[src/rtl/operand_entry.sv]
// Two-button operand entry: synchronize, debounce and edge-detect each button, then drive a
// 4-state entry FSM holding two 3-bit operands. Outputs are registered, and update pulses the cycle after a change.
module operand_entry #(
  parameter int DEBOUNCE_CYCLES = 16
) (
  input  logic       clk,
  input  logic       rst,
  input  logic       btn_next,
  input  logic       btn_inc,
  output logic [1:0] num_selected,
  output logic [2:0] num_A,
  output logic [2:0] num_B,
  output logic       update
);

  typedef enum logic [1:0] {
    EDIT_A   = 2'd0,
    EDIT_B   = 2'd1,
    SHOW_SUM = 2'd2,
    HOLD     = 2'd3
  } state_t;

  localparam int BTN_NEXT = 0;
  localparam int BTN_INC  = 1;
  localparam logic [15:0] CNT_LAST = 16'(DEBOUNCE_CYCLES - 1);

  logic [1:0]       sync1_q, sync1_d;
  logic [1:0]       sync2_q, sync2_d;
  logic [1:0]       level_q, level_d;
  logic [1:0][15:0] cnt_q, cnt_d;
  logic [1:0]       press;

  state_t     state_q, state_d;
  logic [2:0] num_a_q, num_a_d;
  logic [2:0] num_b_q, num_b_d;
  logic       update_q, update_d;

  always_comb begin
    sync1_d = {btn_inc, btn_next};
    sync2_d = sync1_q;
  end

  // A disagreeing sample advances the count; the level flips on the last one and an agreeing sample clears it.
  always_comb begin
    level_d = level_q;
    cnt_d   = cnt_q;
    press   = 2'b00;
    for (int i = 0; i < 2; i++) begin
      if (sync2_q[i] != level_q[i]) begin
        if (cnt_q[i] == CNT_LAST) begin
          cnt_d[i]   = 16'd0;
          level_d[i] = ~level_q[i];
          press[i]   = ~level_q[i];
        end else begin
          cnt_d[i] = cnt_q[i] + 16'd1;
        end
      end else begin
        cnt_d[i] = 16'd0;
      end
    end
  end

  // If next and inc are both pressed in the same cycle, next wins and the inc press is dropped.
  always_comb begin
    state_d = state_q;
    num_a_d = num_a_q;
    num_b_d = num_b_q;
    if (press[BTN_NEXT]) begin
      case (state_q)
        EDIT_A:   state_d = EDIT_B;
        EDIT_B:   state_d = SHOW_SUM;
        SHOW_SUM: state_d = HOLD;
        default: begin
          state_d = EDIT_A;
          num_a_d = 3'd0;
          num_b_d = 3'd0;
        end
      endcase
    end else if (press[BTN_INC]) begin
      case (state_q)
        EDIT_A:  num_a_d = num_a_q + 3'd1;
        EDIT_B:  num_b_d = num_b_q + 3'd1;
        default: ;
      endcase
    end
    update_d = (state_d != state_q) || (num_a_d != num_a_q) || (num_b_d != num_b_q);
  end

  always_ff @(posedge clk or posedge rst) begin
    if (rst) begin
      sync1_q  <= 2'b00;
      sync2_q  <= 2'b00;
      level_q  <= 2'b00;
      cnt_q    <= '0;
      state_q  <= EDIT_A;
      num_a_q  <= 3'd0;
      num_b_q  <= 3'd0;
      update_q <= 1'b0;
    end else begin
      sync1_q  <= sync1_d;
      sync2_q  <= sync2_d;
      level_q  <= level_d;
      cnt_q    <= cnt_d;
      state_q  <= state_d;
      num_a_q  <= num_a_d;
      num_b_q  <= num_b_d;
      update_q <= update_d;
    end
  end

  assign num_selected = state_q;
  assign num_A        = num_a_q;
  assign num_B        = num_b_q;
  assign update       = update_q;

endmodule

[config.mk]
export PLATFORM = sky130hd
export DESIGN_NAME = operand_entry
export DESIGN_NICKNAME = d
export VERILOG_FILES = /design/src/rtl/operand_entry.sv
export SDC_FILE = /design/constraint.sdc
export NUM_CORES = 1
export LEC_CHECK = 0
export ABC_CLOCK_PERIOD_IN_PS = 5380
export BUFFER_PORTS_ARGS = -buffer_cell sky130_fd_sc_hd__buf_2
export CAP_MARGIN = 0
export CORE_UTILIZATION = 60
export CTS_CLUSTER_DIAMETER = 120
export DETAILED_ROUTE_END_ITERATION = 8
export PLACE_DENSITY = 0.79
export RECOVER_POWER = 100
export SYNTH_ARGS = -nofsm -noshare
export SYNTH_HDL_FRONTEND = slang
export SYNTH_SLANG_ARGS = --single-unit
[constraint.sdc]
create_clock -name clk -period 5.38 [get_ports clk]
set_input_delay 0.538 -clock clk [delete_from_list [all_inputs] [get_ports clk]]
set_output_delay 0.538 -clock clk [all_outputs]
set_load 0.01 [all_outputs]
==> summary.txt, run 1 <==
Run status
  • Status: finished, violations left
  • Failing checks: max-capacitance violations, max-slew violations

Timing
  • Count of final hold-check violations: 0
  • RSZ-0062 raised after global routing: no
  • Measured slew at the worst slew-check pin: 1.68 ns
  • TNS Setup: 0 ns
  • Final Max Slew Viols: 65
  • Final period util: 47.4%
  • Slew margin rel.: -11.9%
  • Max Clock Skew: around 0.0087 ns
  • Final min period: 2.55 ns
  • Fmax: roughly 0.4 GHz
  • Final Setup Violations: 0

Worst setup path
  • RR Startpoint: cnt_q[22]$_DFF_PP0_
  • Critical Path AT: 2.67 ns
  • Delay of the slowest cell on the worst path: about 1.3 ns
  • Crit. End Element: register
  • Internal reg-to-reg setup slack: 2.83 ns
  • CP max FO: 16
  • CP max-delay cell: o21ai_0
  • CP Cell Sequence: nor4_1, nand3_1, o21ai_0, nor2_1
  • Top delay family on crit path: compound AO/OA/AOI/OAI gates
  • Critical path class: reg2reg
  • Critical path buffer and inverter count: 0
  • CP required: 5.50 ns
  • Crit path launch: cnt_q[22]$_DFF_PP0_
  • Startpoint Class: register

Logic synthesis
  • Ys async rst share: 100%
  • Seq cells post-synth: 47
  • Mapped Area: 2280 µm²
  • Synthesis Warnings: 0
  • Seq/Total Area, Yosys: 51.7%
  • Synthesized Nets: approximately 230
  • Syn_area_per_cell: 10.6 µm²
  • Ys flop type: dfrtp_1
  • Mapped Cells: about 220
  • Synth cell types: 31
  • Number of enable flip-flop cells after synthesis: 0

Final layout
  • Fin area: 2440 µm²
  • Antenna diode count: 0
  • Commonest cells after routing, fill and taps aside: dfrtp_1 (47), nor2_1 (33), xor2_1 (26), nand3_1 (14), inv_1 (11)
  • Layout cell share with drive strength beyond 1: 8.33%
  • Final net count: 240
  • Area grow syn2layout: 7.09%
  • Footprint of the multi-input gates: 1020 µm²
  • FILL cells: 284
  • Commonest non-fill, non-tap cell in the layout: dfrtp_1
  • Sequential cell area: 1180 µm²

Pwr
  • Pwr dens: 244 nW/µm²
  • Leak: 0.00116 µW
  • Largest vdd supply drop: roughly 0.00018 V

Clock tree
  • CTS Root Cell: clkbuf_8
  • Sinks on Clock Net: 47
  • CTS Hold Bufs: 0
  • Clock latency on the worst-skew pair: 0.30 ns
  • Cts repair resizes: 0
  • Post-CTS setup buffers: 0
  • Clk slew on worst S/H paths: 0.08 ns
  • Number of buffers created by CTS: 5
  • CTS HTree Levels: 2
  • CTS tree: built
  • Clock buffer depth: 2

Global route
  • Initial antenna violation count: 0
  • Vias in the first global route: ~1500
  • GR met3 Demand/Resource: 6.34%
  • GRT busiest layer: met2
  • GRT Util Overall: 20.8%
  • Largest net degree at the start of global routing: 48
  • GR Overflow Total: 0
  • Routing usage on met1: 25.8%
  • First-pass GRT wire length: about 6400 µm
  • Met2 global-route usage: 33.5%

Place
  • GPL Wtd Cong: 0.768
  • Cell Area, Placed: 2360 µm²
  • PortBufs: 12
  • DP HPWL: 2550 µm

Die
  • Core area: 3660 µm²
  • Initial core utilization: 62.2%
  • Die area: approximately 4000 µm²
  • Die height: 63.6 µm
  • Die width: 63.6 µm
  • Num rows: 22
  • I/O Pins: 13

Route
  • Drt initial violations: approximately 80
  • Final ANT Viol Nets: 0
  • Drt pass-1 iters: 4
  • Vias post-DR: about 1500
  • DRC: 0
  • Wire per inst: 13.2 µm
  • WL final: 3640 µm
  • Via/cell ratio: 5.42

Worst hold path
  • Worst Hold Launch: btn_inc
  • Hold Path Class: in2reg

Run
  • Maxcap violations: 2
## state kept, by name (all words and copies together), names as in the netlist
name          flops
num_B             3
level_q           2
sync2_q           2
update            1
num_A             3
cnt_q            32
sync1_q           2
num_selected      2
## Yosys cell counts, drive strengths merged (6+ instances only)
library cell	n	area, µm²
xor2	26	228
nand4	7	43.8
nand3	14	70.1
mux2	7	82.6
and3	9	57.6
inv	11	41.3
and4	8	71.3
ha	8	100
nor4	7	50.1
dfrtp	47	1180
xnor2	6	52.6
nor2	33	124
nand2	10	37.5
## metrics by stage
| step | util [%] | hold WS (ns) | setup slack [ns] | std cells | total power, µW |
|---|---|---|---|---|---|
| 6_report | 66.6 | 0.338 | 2.83 | 276 | 594 |
| 5_1_grt | 66.6 | 0.321 | 2.45 | 276 | 617 |
| 4_1_cts | 67.0 | 0.329 | 3.17 | 276 | 601 |
| 3_5_place_dp | 64.6 | 0.335 | 3.18 | 269 | 389 |
| 3_3_place_gp | 64.6 | 0.331 | 3.26 | 269 | 389 |
| 2_1_floorplan | - | 0.331 | 3.37 | 215 | 383 |
## layout make-up
| type | count | area share, % |
|---|---|---|
| Multi-Input combinational cell | 151 | 42.0 |
| Tap cell | 48 | 2.46 |
| Inverter | 11 | 1.69 |
| Sequential cell | 47 | 48.3 |
| Timing Repair Buffer | 12 | 2.00 |
| Clock buffer | 6 | 3.39 |
| Clock inverter | 1 | 0.205 |
## kinds of logic after synthesis
kind of cell | after synthesis | share of synthesized area, %
AND/OR/NAND/NOR | 93 | 21.4
adder cells (fa/ha/maj) | 8 | 4.40
buffers and inverters | 17 | 3.19
AO/OA/AOI/OAI | 9 | 2.47
multiplexers | 9 | 4.51
flip-flops | 47 | 51.7
XOR/XNOR | 32 | 12.3
## worst register-to-register path, delay by kind of cell (launching register included)
kind	cells	cell delay, ns
and+or+nand+nor	3	0.66
DFF	1	0.44
AOI/OAI and AO/OA	1	1.26
## where the power goes
part           internal [µW]  switching (µW)  total, µW
Combinational           5.05            13.0       18.0
Sequential               358            4.81        363
Clock                    101             112        213
## worst paths after layout
| kind | to | depth (start not counted) |
|---|---|---|
| hold reg to reg | sync2_q[0]$_DFF_PP0_ | 0 |
| max in group asynchronous | cnt_q[29]$_DFF_PP0_ | 2 |
| setup / recovery | cnt_q[27]$_DFF_PP0_ | 4 |
| hold / removal | sync1_q[1]$_DFF_PP0_ | 1 |
| setup reg to reg | cnt_q[27]$_DFF_PP0_ | 4 |
| min in group asynchronous | cnt_q[14]$_DFF_PP0_ | 2 |
## routing by layer
| layer | share of wire [%] | up-vias | wire length, µm |
|---|---|---|---|
| met2 | 47 | 18 | 1720 |
| met5 | 0 | - | 0 |
| met3 | 3.2 | 7 | 118 |
| li1 | - | 760 | - |
| met4 | 1.7 | 0 | 63 |
| met1 | 48 | 711 | 1740 |
(Power assumes the default switching activity.)
==> run 2: changes to the inputs <==
--- a/config.mk
+++ b/config.mk
@@ -5,13 +5,13 @@
 export SDC_FILE = /design/constraint.sdc
 export NUM_CORES = 1
 export LEC_CHECK = 0
-export ABC_CLOCK_PERIOD_IN_PS = 5380
+export ABC_CLOCK_PERIOD_IN_PS = 2200
 export BUFFER_PORTS_ARGS = -buffer_cell sky130_fd_sc_hd__buf_2
 export CAP_MARGIN = 0
-export CORE_UTILIZATION = 60
+export CORE_UTILIZATION = 54
 export CTS_CLUSTER_DIAMETER = 120
 export DETAILED_ROUTE_END_ITERATION = 8
-export PLACE_DENSITY = 0.79
+export PLACE_DENSITY = 0.75
 export RECOVER_POWER = 100
 export SYNTH_ARGS = -nofsm -noshare
 export SYNTH_HDL_FRONTEND = slang
==> constraint.sdc (replaced) <==
create_clock -name clk -period 2.2 [get_ports clk]
set_input_delay 0.22 -clock clk [delete_from_list [all_inputs] [get_ports clk]]
set_output_delay 0.22 -clock clk [all_outputs]
set_load 0.01 [all_outputs]
==> run 2 against run 1 <==
Compared with the run above: global-route usage shrank 1.5 points; power grew to 2.7 times the previous value; non-clock buffer count grew 3; the run now ends clean; flip-flop and latch count is the same; die area grew 11%; fmax grew 26%; wire length grew 2.7%; final area grew 2.0%; via count grew 3.9%; highest routed layer unchanged.
==> summary.txt, run 2 (synthesis gave the netlist of run 1 again) <==
Run status
  • Status: completed

Timing
  • Measured slew at the worst slew-check pin: 1.11 ns (-0.565 ns)
  • Fmax: 0.495 GHz (+26%)
  • Final Setup Violations: 0 (unchanged)
  • RSZ-0062 raised after global routing: no
  • Count of final hold-check violations: 0 (unchanged)
  • Final min period: 2.02 ns (-0.531 ns)
  • Final period util: 91.9% (+44 points)
  • Slew margin rel.: 26.0% (+38 points)
  • Max Clock Skew: 0.0112 ns (+0.00250 ns)
  • Fin worst setup slack: 0.179 ns (-2.65 ns)
  • Final Max Slew Viols: 0 (-100%)
  • TNS Setup: 0 ns (unchanged)

Worst setup path
  • Critical Path AT: 2.24 ns (-0.43 ns)
  • Critical path class: reg2reg
  • Crit. End Element: register
  • R2r endpoint: num_B[1]$_DFF_PP0_
  • CP max FO: 13 (-3)
  • Crit path launch: cnt_q[0]$_DFF_PP0_
  • RR Startpoint: cnt_q[0]$_DFF_PP0_
  • Startpoint Class: register
  • CP required: 2.42 ns (-3.08 ns)
  • R2R depth: 6 (+2)
  • Internal reg-to-reg setup slack: 0.18 ns (-2.65 ns)

Die
  • Num rows: 23 (+4.5%)
  • Die height: 66.9 µm (+5.2%)
  • I/O Pins: 13 (unchanged)
  • Die width: 66.9 µm (+5.2%)
  • Initial core utilization: 56.5% (-5.7 points)
  • Core area: 4030 µm² (+10%)
  • Die area: 4480 µm² (+11%)

Final layout
  • Final core utilization: 61.7% (-4.9 points)
  • Area grow syn2layout: 9.24%
  • Final net count: 243 (+1.3%)
  • Commonest non-fill, non-tap cell in the layout: dfrtp_1
  • Fin area: 2490 µm² (+2.0%)
  • Largest register by flop count: cnt_q
  • Largest register FFs: 32 (unchanged)
  • Antenna diode count: 0 (unchanged)
  • Layout cell share with drive strength beyond 1: 9.91% (+1.6 points)
  • Commonest cells after routing, fill and taps aside: dfrtp_1 (47), nor2_1 (33), xor2_1 (26), nand3_1 (14), inv_1 (11)

Global route
  • Largest net degree at the start of global routing: 48 (unchanged)
  • GRT Util Overall: 19.3% (-1.5 points)
  • Vias in the first global route: 1451 (-0.75%)
  • First-pass GRT wire length: 6380 µm (+0.11%)
  • Initial antenna violation count: 0 (unchanged)
  • GR Overflow Total: 0 (unchanged)

Pwr
  • Largest vdd supply drop: 0.000515 V (+180%)
  • Leak: 0.00118 µW (+2.1%)
  • Pwr dens: 635 nW/µm² (+160%)
  • Pwr Total: 1580 µW (+170%)

Clock tree
  • Clock latency on the worst-skew pair: 0.29 ns (about the same)
  • CTS Hold Bufs: 0 (unchanged)
  • Number of buffers created by CTS: 5 (unchanged)
  • CTS Root Cell: clkbuf_8
  • CTS tree: built
  • Sinks on Clock Net: 47 (unchanged)
  • Clk slew on worst S/H paths: 0.09 ns (about the same)
  • CTS HTree Levels: 2 (unchanged)
  • Clock buffer depth: 2 (unchanged)

Worst hold path
  • Hold Path Class: in2reg
  • Worst Hold Launch: btn_inc
  • Worst hold endpoint: sync1_q[1]$_DFF_PP0_
  • Hold path depth: 1 (unchanged)

Route
  • DRC: 0 (unchanged)
  • Final ANT Viol Nets: 0 (unchanged)
  • Drt initial violations: 91 (+11%)
  • Via/cell ratio: 5.51 (+1.7%)
  • Vias post-DR: 1554 (+3.9%)
  • WL final: 3740 µm (+2.7%)
  • Wire per inst: 13.2 µm (+0.51%)
  • Drt pass-1 iters: 4 (unchanged)

Place
  • Setup slack at placement: 0.0635 ns (-3.12 ns)
  • Cell Area, Placed: 2390 µm² (+1.1%)
  • PortBufs: 12 (unchanged)
  • DP HPWL: 2590 µm (+1.8%)
  • GPL Wtd Cong: 0.771 (+0.36%)

Run
  • Maxcap violations: 0 (-2)
run 2: how the worst max path moves through the flow:
| stage | endpoint | slack, ns | cells past startpoint |
|---|---|---|---|
| after floorplan | num_B[2]$_DFF_PP0_ | 0.19 | 8 |
| after detailed placement | num_A[1]$_DFF_PP0_ | 0.06 | 6 |
| after global routing | num_A[2]$_DFF_PP0_ | 0.01 | 6 |
| final | num_B[1]$_DFF_PP0_ | 0.18 | 6 |
| after global placement | num_B[1]$_DFF_PP0_ | 0.15 | 6 |
| after CTS | num_A[1]$_DFF_PP0_ | 0.05 | 6 |
run 2: where the power goes:
| group | internal, µW | switching (µW) |
|---|---|---|
| registers | 876 | 11.7 |
| clock network | 368 | 276 |
| logic | 13.8 | 33.2 |
| total | 1260 | 321 |
run 2: final cells by class:
| cell class | count | area, µm² |
|---|---|---|
| Tap cell | 50 | 62.6 |
| Inverter | 11 | 41.3 |
| Multi-Input combinational cell | 151 | 1030 |
| Fill cell | 359 | 1540 |
| Sequential cell | 47 | 1180 |
| Timing Repair Buffer | 15 | 62.6 |
| Clock buffer | 6 | 82.6 |
| Clock inverter | 2 | 35.0 |
run 2: stage by stage:
step | hold slack (ns) | instances
after floorplan | 0.251 | 215
after global placement | 0.330 | 274
after detailed placement | 0.330 | 274
after CTS | 0.0187 | 282
after global routing | 0.0115 | 282
final | 0.0286 | 282
run 2: routing by layer:
metal	global-route usage [%]	share of wire, %	up-vias
met4	6.65	1.9	0
li1	-	-	768
met1	25.7	47	759
met5	0	0	-
met2	30.2	48	21
met3	5.31	2.8	6
run 2: critical path, stage by stage (launching register included):
cell,delay (ns)
dfrtp_1,0.41
ha_1,0.21
and3_1,0.20
nand4_1,0.12
or3b_4,0.51
mux2_1,0.36
o22ai_1,0.15
run 2: repair_timing:
item                       4_1_cts  5_1_grt
resized for setup                0        1
setup endpoints to repair        0        6
setup buffers                    0        0
==> run 3: changes to the inputs <==
--- a/config.mk
+++ b/config.mk
@@ -6,12 +6,13 @@
 export NUM_CORES = 1
 export LEC_CHECK = 0
 export ABC_CLOCK_PERIOD_IN_PS = 2200
-export BUFFER_PORTS_ARGS = -buffer_cell sky130_fd_sc_hd__buf_2
 export CAP_MARGIN = 0
-export CORE_UTILIZATION = 54
+export CORE_UTILIZATION = 56
 export CTS_CLUSTER_DIAMETER = 120
 export DETAILED_ROUTE_END_ITERATION = 8
-export PLACE_DENSITY = 0.75
+export DONT_BUFFER_PORTS = 1
+export GPL_ROUTABILITY_DRIVEN = 0
+export PLACE_DENSITY = 0.74
 export RECOVER_POWER = 100
 export SYNTH_ARGS = -nofsm -noshare
 export SYNTH_HDL_FRONTEND = slang
==> run 3 against run 2 <==
Compared with the run above: combinational power is 5.1% higher; sequential share of layout area is 0.87 points higher; sequential power about the same; utilization up 3.0 points; final area down 1.8%; highest routed layer unchanged; cell count is 3.9% lower; first-iteration DRC count down 27%; flip-flop and latch count is the same; global-route usage grew 1.9 points; non-clock buffer count fell by 8; register-to-register slack worse by 0.03 ns.
==> summary.txt, run 3 (synthesis gave the netlist of run 1 again) <==
Worst setup path
  • CP Cell Sequence: ha_1, and3_1, nand4_1, or3b_4, mux2_2, o22ai_1
  • Startpoint Class: register
  • CP required: 2.42 ns (about the same)
  • Critical path class: reg2reg
  • Top delay family on crit path: simple AND/OR/NAND/NOR gates
  • CP max-delay cell: or3b_4
  • Delay of the slowest cell on the worst path: 0.50 ns (about the same)
  • CP max FO: 13 (unchanged)
  • Critical path buffer and inverter count: 0 (unchanged)
  • Crit. End Element: register
  • Critical Path AT: 2.27 ns (+0.03 ns)

Final layout
  • Final core utilization: 64.7% (+3.0 points)
  • Largest register by flop count: cnt_q
  • Area grow syn2layout: 7.26%
  • Fin area: 2440 µm² (-1.8%)
  • Fin cells: 271 (-3.9%)
  • FILL cells: 297 (-17%)
  • Commonest non-fill, non-tap cell in the layout: dfrtp_1
  • Footprint of the multi-input gates: 1030 µm² (unchanged)
  • Sequential cell area: 1180 µm² (unchanged)
  • Layout cell share with drive strength beyond 1: 8.97% (-0.95 points)
  • Final net count: 235 (-3.3%)
  • Commonest cells after routing, fill and taps aside: dfrtp_1 (47), nor2_1 (33), xor2_1 (26), nand3_1 (14)
  • Largest register FFs: 32 (unchanged)
  • Antenna diode count: 0 (unchanged)

Timing
  • Final period util: 93.2% (+1.4 points)
  • Final Max Slew Viols: 0 (unchanged)
  • Fmax: 0.488 GHz (-1.5%)
  • Final Setup Violations: 0 (unchanged)
  • Max Clock Skew: 0.00317 ns (-0.00803 ns)
  • RSZ-0062 raised after global routing: no
  • TNS Setup: 0 ns (unchanged)
  • Fin worst setup slack: 0.149 ns (-0.0304 ns)
  • Slew margin rel.: 19.1% (-6.8 points)
  • Count of final hold-check violations: 0 (unchanged)
  • Final min period: 2.05 ns (+0.0304 ns)
  • Measured slew at the worst slew-check pin: 1.21 ns (+0.102 ns)

Run status
  • Status: completed

Route
  • Vias post-DR: 1531 (-1.5%)
  • Via/cell ratio: 5.65 (+2.5%)
  • Drt initial violations: 66 (-27%)
  • Final ANT Viol Nets: 0 (unchanged)
  • DRC: 0 (unchanged)
  • Drt pass-1 iters: 4 (unchanged)
  • WL final: 3940 µm (+5.5%)
  • Wire per inst: 14.5 µm (+9.8%)

Place
  • DP HPWL: 2920 µm (+12%)
  • Setup slack at placement: -0.00783 ns (-0.0713 ns)
  • Cell Area, Placed: 2330 µm² (-2.3%)
  • PortBufs: 0 (-12)
  • Placed insts: 261 (-4.7%)

Clock tree
  • Sinks on Clock Net: 47 (unchanged)
  • Number of buffers created by CTS: 5 (unchanged)
  • CTS HTree Levels: 2 (unchanged)
  • CTS tree: built
  • Clock buffer depth: 2 (unchanged)
  • Clock latency on the worst-skew pair: 0.29 ns (about the same)
  • Clk slew on worst S/H paths: 0.08 ns (about the same)
  • CTS Root Cell: clkbuf_8

Die
  • Die height: 65.8 µm (-1.7%)
  • Num rows: 22 (-4.3%)
  • Die width: 65.8 µm (-1.7%)
  • Core area: 3770 µm² (-6.4%)
  • Die area: 4320 µm² (-3.5%)
  • Initial core utilization: 60.4% (+3.9 points)
  • I/O Pins: 13 (unchanged)

Pwr
  • Leak: 0.00116 µW (-2.2%)
  • Largest vdd supply drop: 0.000507 V (-1.5%)
  • Pwr dens: 592 nW/µm² (-6.8%)

Global route
  • Vias in the first global route: 1594 (+9.9%)
  • Initial antenna violation count: 0 (unchanged)
  • Largest net degree at the start of global routing: 25 (-48%)
  • GRT Util Overall: 21.2% (+1.9 points)
  • GR Overflow Total: 0 (unchanged)
  • First-pass GRT wire length: 6830 µm (+7.2%)

Worst hold path
  • Hold Path Class: in2async

Run
  • Maxcap violations: 0 (unchanged)
==> run 3: final cells by class <==
cell class	instances	area share [%]
Clock buffer	6	3.38
Multi-Input combinational cell	151	42.0
Inverter	11	1.69
Sequential cell	47	48.2
Timing Repair Buffer	7	2.05
Tap cell	48	2.46
Clock inverter	1	0.205
==> run 3: worst reg2reg max path, delay by kind of cell, from the launching register on <==
family | cells | cell delay (ns)
AO/OA/AOI/OAI | 1 | 0.15
adder cells (fa/ha/maj) | 1 | 0.22
multiplexers | 1 | 0.32
AND/OR/NAND/NOR | 3 | 0.88
flip-flops | 1 | 0.41
==> run 3: power breakdown <==
part           switching (µW)  total (µW)  leakage [µW]  internal (µW)
registers                12.5         888      0.000642            876
clock network             261         508     0.0000470            246
logic                    33.9        49.3      0.000466           15.4
total                     308        1450       0.00116           1140
==> run 3: path summary, 6_finish.rpt <==
kind / start / end / slack, ns / depth (start not counted)
setup / recovery: cnt_q[0]$_DFF_PP0_ / num_A[1]$_DFF_PP0_ / 0.15 / 6
hold / removal: rst / cnt_q[17]$_DFF_PP0_ / 0.28 / 2
setup reg to reg: cnt_q[0]$_DFF_PP0_ / num_A[1]$_DFF_PP0_ / 0.15 / 6
hold reg to reg: sync1_q[0]$_DFF_PP0_ / sync2_q[0]$_DFF_PP0_ / 0.36 / 0
max in group asynchronous: rst / cnt_q[13]$_DFF_PP0_ / 0.54 / 3
min in group clk: sync1_q[0]$_DFF_PP0_ / sync2_q[0]$_DFF_PP0_ / 0.36 / 0
==> run 3: stage by stage <==
stage,hold WS (ns),total power [µW]
after CTS,0.282,1460
after global routing,0.298,1500
final,0.283,1450
after global placement,0.0259,950
after floorplan,0.251,937
after detailed placement,0.0341,954
==> run 3: repair_timing <==
| action | 4_1_cts | 5_1_grt |
|---|---|---|
| hold buffers | 3 | 0 |
| setup endpoints to repair | 3 | 3 |
| pin swaps | 0 | 1 |
| endpoints found under the hold margin | 9 | 0 |
| resized for setup | 1 | 0 |
| setup buffers | 0 | 0 |
==> run 3: routing by layer <==
metal	global-route usage (%)	vias to the layer above	wire length [µm]
li1	-	753	-
met4	8.15	0	78
met2	36.0	29	2040
met1	26.1	739	1700
met5	0	-	0
met3	4.69	10	122
